`src/rtl/conv1d_stream_pkg.sv`:
```
// -----------------------------------------------------------------------------
// conv_pkg
// Shared widths, FSM state encoding and vector types for the conv1d_stream
// engine and its dot4 datapath.
//   DW   : pixel / weight width (unsigned)
//   TAPS : window length (fixed at 4)
//   OW   : result width; 4 * 15 * 15 = 900 fits without overflow
// -----------------------------------------------------------------------------
package conv_pkg;

    localparam int DW   = 4;
    localparam int TAPS = 4;
    localparam int OW   = 10;

    typedef enum logic [1:0] {
        S_WLOAD = 2'd0,
        S_FILL  = 2'd1,
        S_RUN   = 2'd2,
        S_DONE  = 2'd3
    } state_t;

    // Element [0] is the oldest pixel of the window and pairs with w[0].
    typedef logic [TAPS-1:0][DW-1:0] window_t;
    typedef logic [TAPS-1:0][DW-1:0] weight_t;

endpackage

```
`src/rtl/conv1d_stream_dot4.sv`:
```
// -----------------------------------------------------------------------------
// dot4
// Combinational 4-tap unsigned multiply-accumulate: y = sum_i w[i] * x[i].
// Products are kept at full 2*DW precision and summed into OW bits.
// Ports:
//   w : weight vector (w[0] first)
//   x : window vector (x[0] oldest pixel)
//   y : OW-bit dot product
// -----------------------------------------------------------------------------
module dot4
    import conv_pkg::*;
(
    input  weight_t       w,
    input  window_t       x,
    output logic [OW-1:0] y
);

    logic [TAPS-1:0][2*DW-1:0] prod;

    // NOTE: every variable driven here gets a default first, so no path can
    // leave it unassigned and no latch is inferred.
    always_comb begin
        prod = '0;
        y    = '0;
        for (int i = 0; i < TAPS; i++) begin
            prod[i] = {{DW{1'b0}}, w[i]} * {{DW{1'b0}}, x[i]};
            y       = y + {{(OW-2*DW){1'b0}}, prod[i]};
        end
    end

endmodule

```
`src/rtl/conv1d_stream.sv`:
```
// -----------------------------------------------------------------------------
// conv1d_stream
// Streaming 1-D convolution engine. Loads four weights, accepts a serial pixel
// stream, forms sliding 4-pixel windows and emits one registered result per
// window on a valid/ready output with frame delimiting (out_last).
//
// Build option: CONV_PAD_EN
//   defined   : window is zero-prefilled per frame, S_FILL is skipped, every
//               pixel yields a result, frame_err is tied low.
//   undefined : an N-pixel frame yields N-3 results; N<4 pulses frame_err.
//
// Ports:
//   clk, rst             : clock, asynchronous active-high reset
//   w_valid/w_ready/w_data : weight beats, order w[0]..w[3]
//   in_valid/in_ready/in_data/in_last : pixel stream, in_last ends a frame
//   out_valid/out_ready/out_data/out_last : result stream
//   frame_err            : one-cycle pulse after a too-short frame
// -----------------------------------------------------------------------------
module conv1d_stream
    import conv_pkg::*;
(
    input  logic          clk,
    input  logic          rst,
    input  logic          w_valid,
    output logic          w_ready,
    input  logic [DW-1:0] w_data,
    input  logic          in_valid,
    output logic          in_ready,
    input  logic [DW-1:0] in_data,
    input  logic          in_last,
    output logic          out_valid,
    input  logic          out_ready,
    output logic [OW-1:0] out_data,
    output logic          out_last,
    output logic          frame_err
);

`ifdef CONV_PAD_EN
    localparam bit PAD_EN = 1'b1;
`else
    localparam bit PAD_EN = 1'b0;
`endif

    state_t                  state_q, state_d;
    logic [1:0]              beat_q;
    logic [1:0]              w_idx;
    weight_t                 w_q;
    logic [TAPS-2:0][DW-1:0] hist_q;   // three most recent pixels, [0] oldest
    logic [1:0]              fill_q;   // pixels held this frame, saturates at 3
    logic                    frame_start;
    logic                    out_free;
    logic                    w_fire, in_fire, out_fire;
    logic                    out_load;
    logic                    err_d;
    window_t                 win;
    logic [OW-1:0]           dot_y;

    assign frame_start = (fill_q == 2'd0);
    assign out_free    = !out_valid || out_ready;
    assign w_fire      = w_valid && w_ready;
    assign in_fire     = in_valid && in_ready;
    assign out_fire    = out_valid && out_ready;

    // The incoming pixel completes the window as its newest element.
    assign win = {in_data, hist_q};

    // A weight beat arriving outside S_WLOAD restarts the load at w[0].
    assign w_idx = (state_q == S_WLOAD) ? beat_q : 2'd0;

    assign out_load = (state_q == S_RUN) && in_fire;
    assign err_d    = !PAD_EN && (state_q == S_FILL) && in_fire && in_last;

    dot4 u_dot4 (
        .w (w_q),
        .x (win),
        .y (dot_y)
    );

    // ---------------------------------------------------------------- FSM
    always_comb begin
        state_d  = state_q;
        w_ready  = 1'b0;
        in_ready = 1'b0;
        unique case (state_q)
            S_WLOAD: begin
                w_ready = 1'b1;
                if (w_fire && beat_q == 2'd3) begin
                    state_d = PAD_EN ? S_RUN : S_FILL;
                end
            end
            S_FILL: begin
                // An empty window lets a weight beat pre-empt the pixel stream.
                w_ready  = frame_start;
                in_ready = !(frame_start && w_valid);
                if (w_fire) begin
                    state_d = S_WLOAD;
                end else if (in_fire && !in_last && fill_q == 2'd2) begin
                    state_d = S_RUN;
                end
            end
            S_RUN: begin
                // With padding there is no S_FILL, so reload happens here at
                // the start of a frame instead.
                w_ready  = PAD_EN && frame_start;
                in_ready = out_free && !(PAD_EN && frame_start && w_valid);
                if (w_fire) begin
                    state_d = S_WLOAD;
                end else if (in_fire && in_last) begin
                    state_d = S_DONE;
                end
            end
            S_DONE: begin
                if (out_fire) begin
                    state_d = PAD_EN ? S_RUN : S_FILL;
                end
            end
            default: state_d = S_WLOAD;
        endcase
    end

    // NOTE: sequential state uses non-blocking assignments so every register
    // samples pre-edge values and the ordering of always_ff blocks is moot.
    always_ff @(posedge clk or posedge rst) begin
        if (rst) state_q <= S_WLOAD;
        else     state_q <= state_d;
    end

    // ------------------------------------------------------------- weights
    // NOTE: the weight array is a few flops, not a RAM, and reset must discard
    // it, so it sits on the asynchronous reset like the rest of the state.
    always_ff @(posedge clk or posedge rst) begin
        if (rst) begin
            w_q    <= '0;
            beat_q <= 2'd0;
        end else if (w_fire) begin
            w_q[w_idx] <= w_data;
            beat_q     <= w_idx + 2'd1;
        end
    end

    // -------------------------------------------------------------- window
    always_ff @(posedge clk or posedge rst) begin
        if (rst) begin
            hist_q <= '0;
            fill_q <= 2'd0;
        end else if (in_fire) begin
            if (in_last) begin
                hist_q <= '0;
                fill_q <= 2'd0;
            end else begin
                hist_q <= {in_data, hist_q[TAPS-2:1]};
                fill_q <= (fill_q == 2'd3) ? 2'd3 : fill_q + 2'd1;
            end
        end
    end

    // ------------------------------------------------------ output register
    // in_ready in S_RUN already guarantees the register is free or draining
    // on any edge that loads it, so a pending result is never overwritten.
    always_ff @(posedge clk or posedge rst) begin
        if (rst) begin
            out_valid <= 1'b0;
            out_data  <= '0;
            out_last  <= 1'b0;
            frame_err <= 1'b0;
        end else begin
            frame_err <= err_d;
            if (out_load) begin
                out_valid <= 1'b1;
                out_data  <= dot_y;
                out_last  <= in_last;
            end else if (out_fire) begin
                out_valid <= 1'b0;
            end
        end
    end

endmodule

```
`config.mk`:
```
export PLATFORM = sky130hd
export DESIGN_NAME = conv1d_stream
export DESIGN_NICKNAME = d
export VERILOG_FILES = /design/src/rtl/conv1d_stream_pkg.sv /design/src/rtl/conv1d_stream_dot4.sv /design/src/rtl/conv1d_stream.sv
export SDC_FILE = /design/constraint.sdc
export NUM_CORES = 1
export LEC_CHECK = 0
export CELL_PAD_IN_SITES_DETAIL_PLACEMENT = 0
export CELL_PAD_IN_SITES_GLOBAL_PLACEMENT = 1
export CORE_AREA = 10 10 138 127
export CTS_CLUSTER_SIZE = 16
export DETAILED_ROUTE_END_ITERATION = 8
export DIE_AREA = 0 0 148 137
export PLACE_DENSITY_LB_ADDON = 0.08
export RECOVER_POWER = 100
export SYNTH_ARGS = -nofsm -noshare
export SYNTH_HDL_FRONTEND = slang
export SYNTH_HIERARCHICAL = 1
export SYNTH_SLANG_ARGS = --single-unit
export TNS_END_PERCENT = 50
```
`constraint.sdc`:
```
create_clock -name clk -period 7.87 [get_ports clk]
set_input_delay 1.574 -clock clk [delete_from_list [all_inputs] [get_ports clk]]
set_output_delay 1.574 -clock clk [all_outputs]
set_load 0.005 [all_outputs]
```
==> impl_metrics.toml, run 1 <==
[drt]
drcViolationCount = 0
drt_iter0_markers = 93
ant_nets = 0
vias = 2819
wl_um = 9650
first_pass_iters = 4
wl_per_cell_um = 14.8
viasPerCell = 4.31

[timing]
finalHoldViolations = 0
clock.fmax_mhz = 151
worst_slew_pin_slew_ps = 1860
post-route-period-util_pct = 84.2
setup_viol = 0
rsz0062_at_grt = "no"
slew_headroom_pct = -24.3
period_needed_ps = 6620
drv_slew = 48
skew_ps = 4.81
fin_tns_setup_ps = 0

[layout]
layout-area-overhead-vs-synth_pct = 14.0
fin_nets = 562
layout-drive-gt1-share_pct = 7.02
num_antenna_cells = 0

[synthesis]
yosysUniqueCellTypes = 41
yosys_warnings = 6
netlist.area_leader.share_pct = 27.4
synthTopCellsByArea = "dfrtp_1 (27%), fa_1 (22%), ha_1 (13%)"
yosysSeqAreaShare_pct = 27.4
synth_edf_count = 0
syn_inst = 425
yosys.area.top_type = "dfrtp_1"
syn_area_um2 = 4300
synth_nets = 532
synth_most_common_cell = "inv_1"
synth_seq_cells = 47
synthTopCellsByCount = "inv_1 (84), nand2_1 (60), fa_1 (48), dfrtp_1 (47), ha_1 (45)"
syn_area_per_cell_um2 = 10.1
synth_top_flop_cell = "dfrtp_1"
async_reset_ff_share_pct = 100

[clock_tree]
clk_path_buf_depth = 2
cts_tree = "yes"
insertion_delay_ps = 300
post_cts_buffers = 0
path_clk_slew_ps = 70
numCtsBuffers = 5
clock-sinks = 47
hold_buffers = 0
cts_resized = 0
cts.htree.levels = 2
clockRootBuffer = "clkbuf_16"

[power]
power_switching_mw = 0.562
pwr_density_cell_nw_per_um2 = 267
pwr-share-clk_pct = 16.8
finalPower_mw = 1.31
max-vdd-ir-drop_mv = 0.100
p_leak_nw = 2.42
combPwrFrac_pct = 50.2
netSwitchingFraction_pct = 42.9
intPower_mw = 0.748
p_seq_share_pct = 32.9

[die]
start_util_pct = 29.4
fp.dieH_um = 137
ios = 29
core_um2 = 14600
rows = 42
die_area_um2 = 20300
dieWidth_um = 148

[run_status]
violations = "max-capacitance violations, max-slew violations"
status = "complete, but fails checks"

[placement]
port_buffers = 28
globalplace.congestion = 0.761
place_hpwl_um = 8220

[setup_path]
worstSetupPathType = "input port to flop"
endpoint_kind = "flop"
cp_data_arrival_time_ps = 6810
crit_required_ps = 8050
cp_max_fo = 5
critPathLaunchType = "input port"

[grt]
grt_pass1_vias = 3039
grt_max_degree = 48
grt_pass1_wl_um = 16200
antenna_found_initial = 0
overflow = 0
track_usage_pct = 10.3

[run]
drv_cap = 1

[hold_path]
min_path_type = "flop to flop"
[state kept, by name, summed over array words and instances (netlist names)]
signal,flops
w_q,16
hist_q,12
out_data,10
beat_q,2
fill_q,2
state_q,2
frame_err,1
out_last,1
out_valid,1
[cells in the final DEF (no fill, tap or decap), drive strengths merged, types with 2 or more instances in the layout]
cell	instances
o21ai	17
clkdlybuf4s50	10
xor2	2
and2	43
nand4	2
nor2b	2
nand3	2
inv	85
dlygate4sd3	18
clkinv	2
nand2	61
ha	45
o211ai	2
and3	2
xnor2	3
mux2	27
a221oi	2
nand2b	3
fa	48
nor2	7
a21o	2
dfrtp	47
clkbuf	5
a21oi	8
[power by group through the flow]
stage	sequential (mW)	combinational [mW]	clock (mW)
finish	0.432	0.658	0.221
global route	0.450	0.775	0.244
CTS	0.437	0.712	0.233
detailed placement	0.441	0.712	0
global placement	0.442	0.705	0
floorplan	0.389	0.521	0
[layout make-up]
| cell class | instances | area, um^2 |
|---|---|---|
| Clock inverter | 3 | 22.5 |
| Fill cell | 1607 | 9710 |
| Multi-Input combinational cell | 289 | 2740 |
| Tap cell | 198 | 248 |
| Clock buffer | 5 | 125 |
| Sequential cell | 47 | 1180 |
| Inverter | 84 | 315 |
| Timing Repair Buffer | 28 | 280 |
[path summary, 6_finish.rpt]
path	from	endpoint	slack (ps)	cells after the start
max	in_data[0]	out_data[8]	1250	18
min	out_data[5]	out_data[5]	490	1
max reg2reg	w_q[7]	out_data[8]	2570	17
min reg2reg	out_data[5]	out_data[5]	490	1
max in group asynchronous	rst	hist_q[10]	4470	2
min in group asynchronous	rst	out_data[2]	2320	2
[per-stage QoR]
step | hold WS [ps] | std cells | utilization, % | area (um^2) | setup slack (ps)
after floorplan | 471 | 425 | - | 4300 | 1740
after global placement | 488 | 646 | 32.8 | 4790 | 1060
after detailed placement | 491 | 646 | 32.8 | 4790 | 1020
after CTS | 506 | 654 | 33.8 | 4930 | 1310
after global routing | 519 | 654 | 33.6 | 4900 | 996
final | 487 | 654 | 33.6 | 4900 | 1250
[layer usage]
metal	global-route usage (%)	part of all wire, %
met1	13.9	51
met4	3.14	1.0
met5	0	0
met2	16.0	46
met3	2.08	2.6
[worst max-delay path, stage by stage]
cell	delay, ps
dlygate4sd3_1	600
and2_0	180
fa_1	490
inv_1	60
fa_1	520
inv_1	60
fa_1	460
fa_1	500
inv_1	60
fa_1	520
inv_1	40
ha_1	320
fa_1	480
a21o_2	210
a21oi_1	240
or4_1	150
nand4_1	80
mux2_2	260
[cell families (layout without fill, tap and decap cells)]
kind of cell	after synthesis	count (layout)	share of synthesized area, %
AND/OR/NAND/NOR	126	126	14.6
adder cells (fa/ha/maj)	93	93	35.4
buffers and inverters	89	120	8.27
flip-flops	47	47	27.4
AO/OA/AOI/OAI	37	37	5.36
multiplexers	28	28	7.92
XOR/XNOR	5	5	1.02
(Power assumes the default switching activity.)
==> inputs of run 2 (changes only) <==
==> constraint.sdc (replaced) <==
create_clock -name clk -period 6.9 [get_ports clk]
set_input_delay 1.38 -clock clk [delete_from_list [all_inputs] [get_ports clk]]
set_output_delay 1.38 -clock clk [all_outputs]
set_load 0.005 [all_outputs]
==> run 2 against run 1 <==
Against the previous run: the run still ends with max-capacitance violations, max-slew violations left; critical path depth stayed put; sequential cell count stayed put; worst hold slack better by 0.64 ps; clock skew is 1.7 ps higher; final area stayed put; largest cell class unchanged; largest power group unchanged.
==> impl_metrics.toml, run 2 (synthesized netlist as in run 1, its figures left out) <==
[run_status]
status = "complete, but fails checks"
violations = "max-capacitance violations, max-slew violations"

[layout]
largest_reg_flops = 16
reg_top3 = "w_q (16), hist_q (12), out_data (10)"
layout-drive-gt1-share_pct = 7.02
fillers = 1596
multi_input_area_um2 = 2740
final_cell_mix = "inv_1 (84), nand2_1 (61), fa_1 (48), dfrtp_1 (47), ha_1 (45)"
max_flop_register = "w_q"
final_common_cell = "inv_1"
fin_nets = 562
layout-area-overhead-vs-synth_pct = 14.0
regArea_um2 = 1180
num_antenna_cells = 0
utilization_pct = 33.6
design_area_um2 = 4900

[die]
start_util_pct = 29.4
ios = 29
rows = 42
core_um2 = 14600
die_area_um2 = 20300
dieWidth_um = 148
fp.dieH_um = 137

[clock_tree]
hold_buffers = 0
clk_path_buf_depth = 2
path_clk_slew_ps = 70
cts_resized = 0
numCtsBuffers = 5
post_cts_buffers = 0
clockRootBuffer = "clkbuf_16"
clock-sinks = 47
cts.htree.levels = 2
cts_tree = "yes"
insertion_delay_ps = 300

[drt]
drt_iter0_markers = 83
wl_per_cell_um = 14.7
drcViolationCount = 0
ant_nets = 0
first_pass_iters = 4
wl_um = 9590
viasPerCell = 4.27
vias = 2795

[timing]
clock.fmax_mhz = 156
setup_slack_ps = 485
setup_viol = 0
rsz0062_at_grt = "no"
period_needed_ps = 6410
drv_slew = 48
slew_headroom_pct = -24.3
finalHoldViolations = 0
post-route-period-util_pct = 93.0
skew_ps = 6.51
fin_tns_setup_ps = 0
worst_slew_pin_slew_ps = 1860

[setup_path]
crit_required_ps = 7080
cpPeakStageDelay_ps = 600
worstSetupPathType = "input port to flop"
path_cells = "dlygate4sd3_1 > and2_0 > fa_1 > inv_1 > fa_1 > inv_1 > fa_1 > fa_1 > inv_1 > fa_1 > inv_1 > ha_1 > fa_1 > a21o_2 > a21oi_1 > or4_1 > nand4_1 > mux2_2"
crit_family = "adder cells"
critPathLaunchType = "input port"
endpoint_kind = "flop"
cp_max_fo = 5
cp_data_arrival_time_ps = 6600
critical_path_buf_inv_count = 5
worst_path_most_repeated_cell = "fa_1"
critPathSlowestCell = "dlygate4sd3_1"

[power]
pwr_density_cell_nw_per_um2 = 305
netSwitchingFraction_pct = 42.9
pwr-share-clk_pct = 16.8
max-vdd-ir-drop_mv = 0.118
combPwrFrac_pct = 50.2
power_switching_mw = 0.642
p_leak_nw = 2.42
intPower_mw = 0.854
p_seq_share_pct = 32.9

[placement]
place_hpwl_um = 8230
globalplace.congestion = 0.761
port_buffers = 28
dpl_worst_slack_ps = 243
dpl_cell_area_um2 = 4790

[grt]
grt_pass1_vias = 3026
track_usage_pct = 10.2
grt_max_degree = 48
grt_pass1_wl_um = 16300
antenna_found_initial = 0
overflow = 0

[hold_path]
min_path_type = "flop to flop"

[run]
drv_cap = 1
## run 2: cell counts in the layout (fill, tap and decap cells not counted)
Identical to the previous run, type by type.
## run 2: final timing paths
kind | start | endpoint | slack, ps | cells after the start
max | in_data[0] | out_data[8] | 490 | 18
min | out_last | out_last | 490 | 2
max reg2reg | w_q[7] | out_data[8] | 1620 | 17
min reg2reg | out_last | out_last | 490 | 2
max in group asynchronous | rst | hist_q[7] | 3690 | 2
min in group asynchronous | rst | out_data[1] | 2130 | 2
## run 2: power groups by stage
stage,sequential (mW),clock [mW],combinational [mW]
floorplan,0.444,0,0.594
global placement,0.504,0,0.804
detailed placement,0.503,0,0.810
CTS,0.498,0.265,0.812
global route,0.513,0.278,0.882
finish,0.493,0.252,0.752
## run 2: area by class of cell
class                           instances  area share [%]
Clock buffer                            5            2.55
Clock inverter                          3           0.459
Tap cell                              198            5.05
Multi-Input combinational cell        289            55.8
Sequential cell                        47            24.0
Timing Repair Buffer                   28            5.72
Inverter                               84            6.43
## run 2: worst register-to-register path: cells and delay by family (launching register included)
family                   cells  cell delay [ps]
AO/OA/AOI/OAI                2              450
adder cells (fa/ha/maj)      7             3390
buffers and inverters        4              200
flip-flops                   1              430
multiplexers                 1              260
AND/OR/NAND/NOR              3              420
## run 2: per-stage QoR
step / instances / hold WS (ps) / total power [mW]
after global placement: 646 / 488 / 1.31
final: 654 / 488 / 1.50
after CTS: 654 / 506 / 1.58
after detailed placement: 646 / 491 / 1.31
after floorplan: 425 / 471 / 1.04
after global routing: 654 / 519 / 1.67
## run 2: metal layers
metal	track usage, %	part of all wire (%)	routed length, um
met5	0	0	0
met4	3.14	1.0	99
met3	2.21	2.5	239
met2	16.1	46	4430
met1	13.7	50	4830
==> inputs of run 3 (changes only) <==
==> constraint.sdc (replaced) <==
create_clock -name clk -period 6.4 [get_ports clk]
set_input_delay 1.28 -clock clk [delete_from_list [all_inputs] [get_ports clk]]
set_output_delay 1.28 -clock clk [all_outputs]
set_load 0.005 [all_outputs]
==> run 3 against run 2 <==
Against the previous run: clock power up 9.1%; global-route usage grew 0.13 points; die area did not move; core utilization increased by 0.37 points; critical endpoint unchanged; power increased by 8.9%; register-to-register slack lost 380 ps; worst hold slack better by 2.9 ps; setup slack worse by 170 ps; largest cell class unchanged; sequential cell count unchanged; cell count is 1.1% higher; routed wire length up 1.5%; the flow still finishes with violations (max-capacitance violations, max-slew violations).
==> impl_metrics.toml, run 3 (synthesized netlist as in run 1, its figures left out) <==
[clock_tree]
cts_resized = 0
clk_path_buf_depth = 2
post_cts_buffers = 0
numCtsBuffers = 5
path_clk_slew_ps = 70
cts.htree.levels = 2
cts_tree = "yes"
hold_buffers = 0
clockRootBuffer = "clkbuf_16"
insertion_delay_ps = 300
clock-sinks = 47

[grt]
antenna_found_initial = 0
track_usage_pct = 10.4
grt_max_degree = 48
grt_pass1_wl_um = 16500
grt_pass1_vias = 3079
overflow = 0

[die]
die_area_um2 = 20300
dieWidth_um = 148
rows = 42
ios = 29
fp.dieH_um = 137
core_um2 = 14600
start_util_pct = 29.4

[setup_path]
cp_data_arrival_time_ps = 6280
crit_family = "adder cells"
endpoint_kind = "flop"
worstSetupPathType = "input port to flop"
path_cells = "clkdlybuf4s50_1 > clkbuf_1 > nand2_1 > fa_1 > inv_1 > fa_1 > fa_1 > fa_1 > inv_1 > fa_1 > inv_1 > ha_1 > fa_1 > a21o_2 > a21oi_2 > or4_1 > nand4_1 > mux2_2"
crit_required_ps = 6590
critPathLaunchType = "input port"
cp_max_fo = 4
critPathSlowestCell = "fa_1"
critical_path_buf_inv_count = 5
worst_path_most_repeated_cell = "fa_1"
cpPeakStageDelay_ps = 530

[timing]
finalHoldViolations = 0
post-route-period-util_pct = 95.0
skew_ps = 13.8
setup_slack_ps = 317
clock.fmax_mhz = 164
worst_slew_pin_slew_ps = 1910
slew_headroom_pct = -27.5
setup_viol = 0
fin_tns_setup_ps = 0
drv_slew = 48
rsz0062_at_grt = "no"
period_needed_ps = 6080

[drt]
wl_um = 9730
viasPerCell = 4.26
ant_nets = 0
wl_per_cell_um = 14.7
vias = 2813
dr.max_layer_used = "met4"
wl_met1_um = 5010
drt_iter0_markers = 99
drcViolationCount = 0
wl_met3_um = 255
wl_met2_um = 4380
first_pass_iters = 4

[power]
max-vdd-ir-drop_mv = 0.141
pwr_density_cell_nw_per_um2 = 329
finalPower_mw = 1.63
p_leak_nw = 2.45

[layout]
layout-drive-gt1-share_pct = 8.42
design_area_um2 = 4960
reg_top3 = "w_q (16), hist_q (12), out_data (10)"
largest_reg_flops = 16
fillers = 1592
final_cell_mix = "inv_1 (84), nand2_1 (61), fa_1 (48), dfrtp_1 (47), ha_1 (45)"
final_common_cell = "inv_1"
fin_nets = 569
num_antenna_cells = 0
max_flop_register = "w_q"
layout-area-overhead-vs-synth_pct = 15.3

[placement]
dpl_cell_area_um2 = 4840
port_buffers = 28
place_hpwl_um = 8160
globalplace.congestion = 0.756
dpl_worst_slack_ps = -22.5

[run_status]
status = "complete, but fails checks"
violations = "max-capacitance violations, max-slew violations"

[hold_path]
min_path_type = "flop to flop"

[run]
drv_cap = 1
run 3: cell count changes in the layout (fill, tap and decap cells not counted), sizes merged:
cell,delta
buf,+4
clkbuf,+4
clkdlybuf4s50,+1
clkinv,-2
clkinvlp,+1
dlygate4sd3,-1
run 3: report_power, final:
part	switching, mW	internal (mW)	leakage [nW]
combinational	0.437	0.386	1.76
clock	0.128	0.147	0.0675
sequential	0.134	0.397	0.621
total	0.699	0.930	2.45
run 3: path summary, 6_finish.rpt:
| kind | start | slack [ps] | depth (start not counted) | endpoint |
|---|---|---|---|---|
| hold reg to reg | out_last | 490 | 2 | out_last |
| setup reg to reg | w_q[13] | 1240 | 17 | out_data[8] |
| max in group asynchronous | rst | 3240 | 2 | hist_q[6] |
| hold / removal | out_last | 490 | 2 | out_last |
| setup / recovery | in_data[0] | 320 | 18 | out_data[8] |
| min in group asynchronous | rst | 2030 | 2 | out_data[2] |
run 3: cell type report:
type	count	area, um^2	share of cell area (%)
clock buffer	6	129	2.60
inverter	84	315	6.36
multi-input combinational	289	2750	55.4
tap	198	248	5.00
clock inverter	2	16.3	0.328
timing repair buffer	35	325	6.56
sequential	47	1180	23.7
run 3: layer usage:
metal | GRT usage [%] | vias to the layer above
li1 | - | 1399
met1 | 14.0 | 1381
met2 | 16.4 | 26
met3 | 2.24 | 7
met4 | 2.64 | 0
met5 | 0 | -
run 3: worst reg2reg max path: cells and delay by family, from the launching register on:
kind | cells | cell delay [ps]
buf+inv | 4 | 220
fa+ha+maj | 7 | 3330
compound gates | 2 | 370
mux | 1 | 260
flops | 1 | 470
simple gates | 3 | 400
run 3: through the flow:
step                hold WS [ps]  std cells  util, %
global route                 526        661     33.9
global placement             490        653     33.1
finish                       491        661     33.9
CTS                          509        661     34.1
detailed placement           495        653     33.1
floorplan                    471        425        -
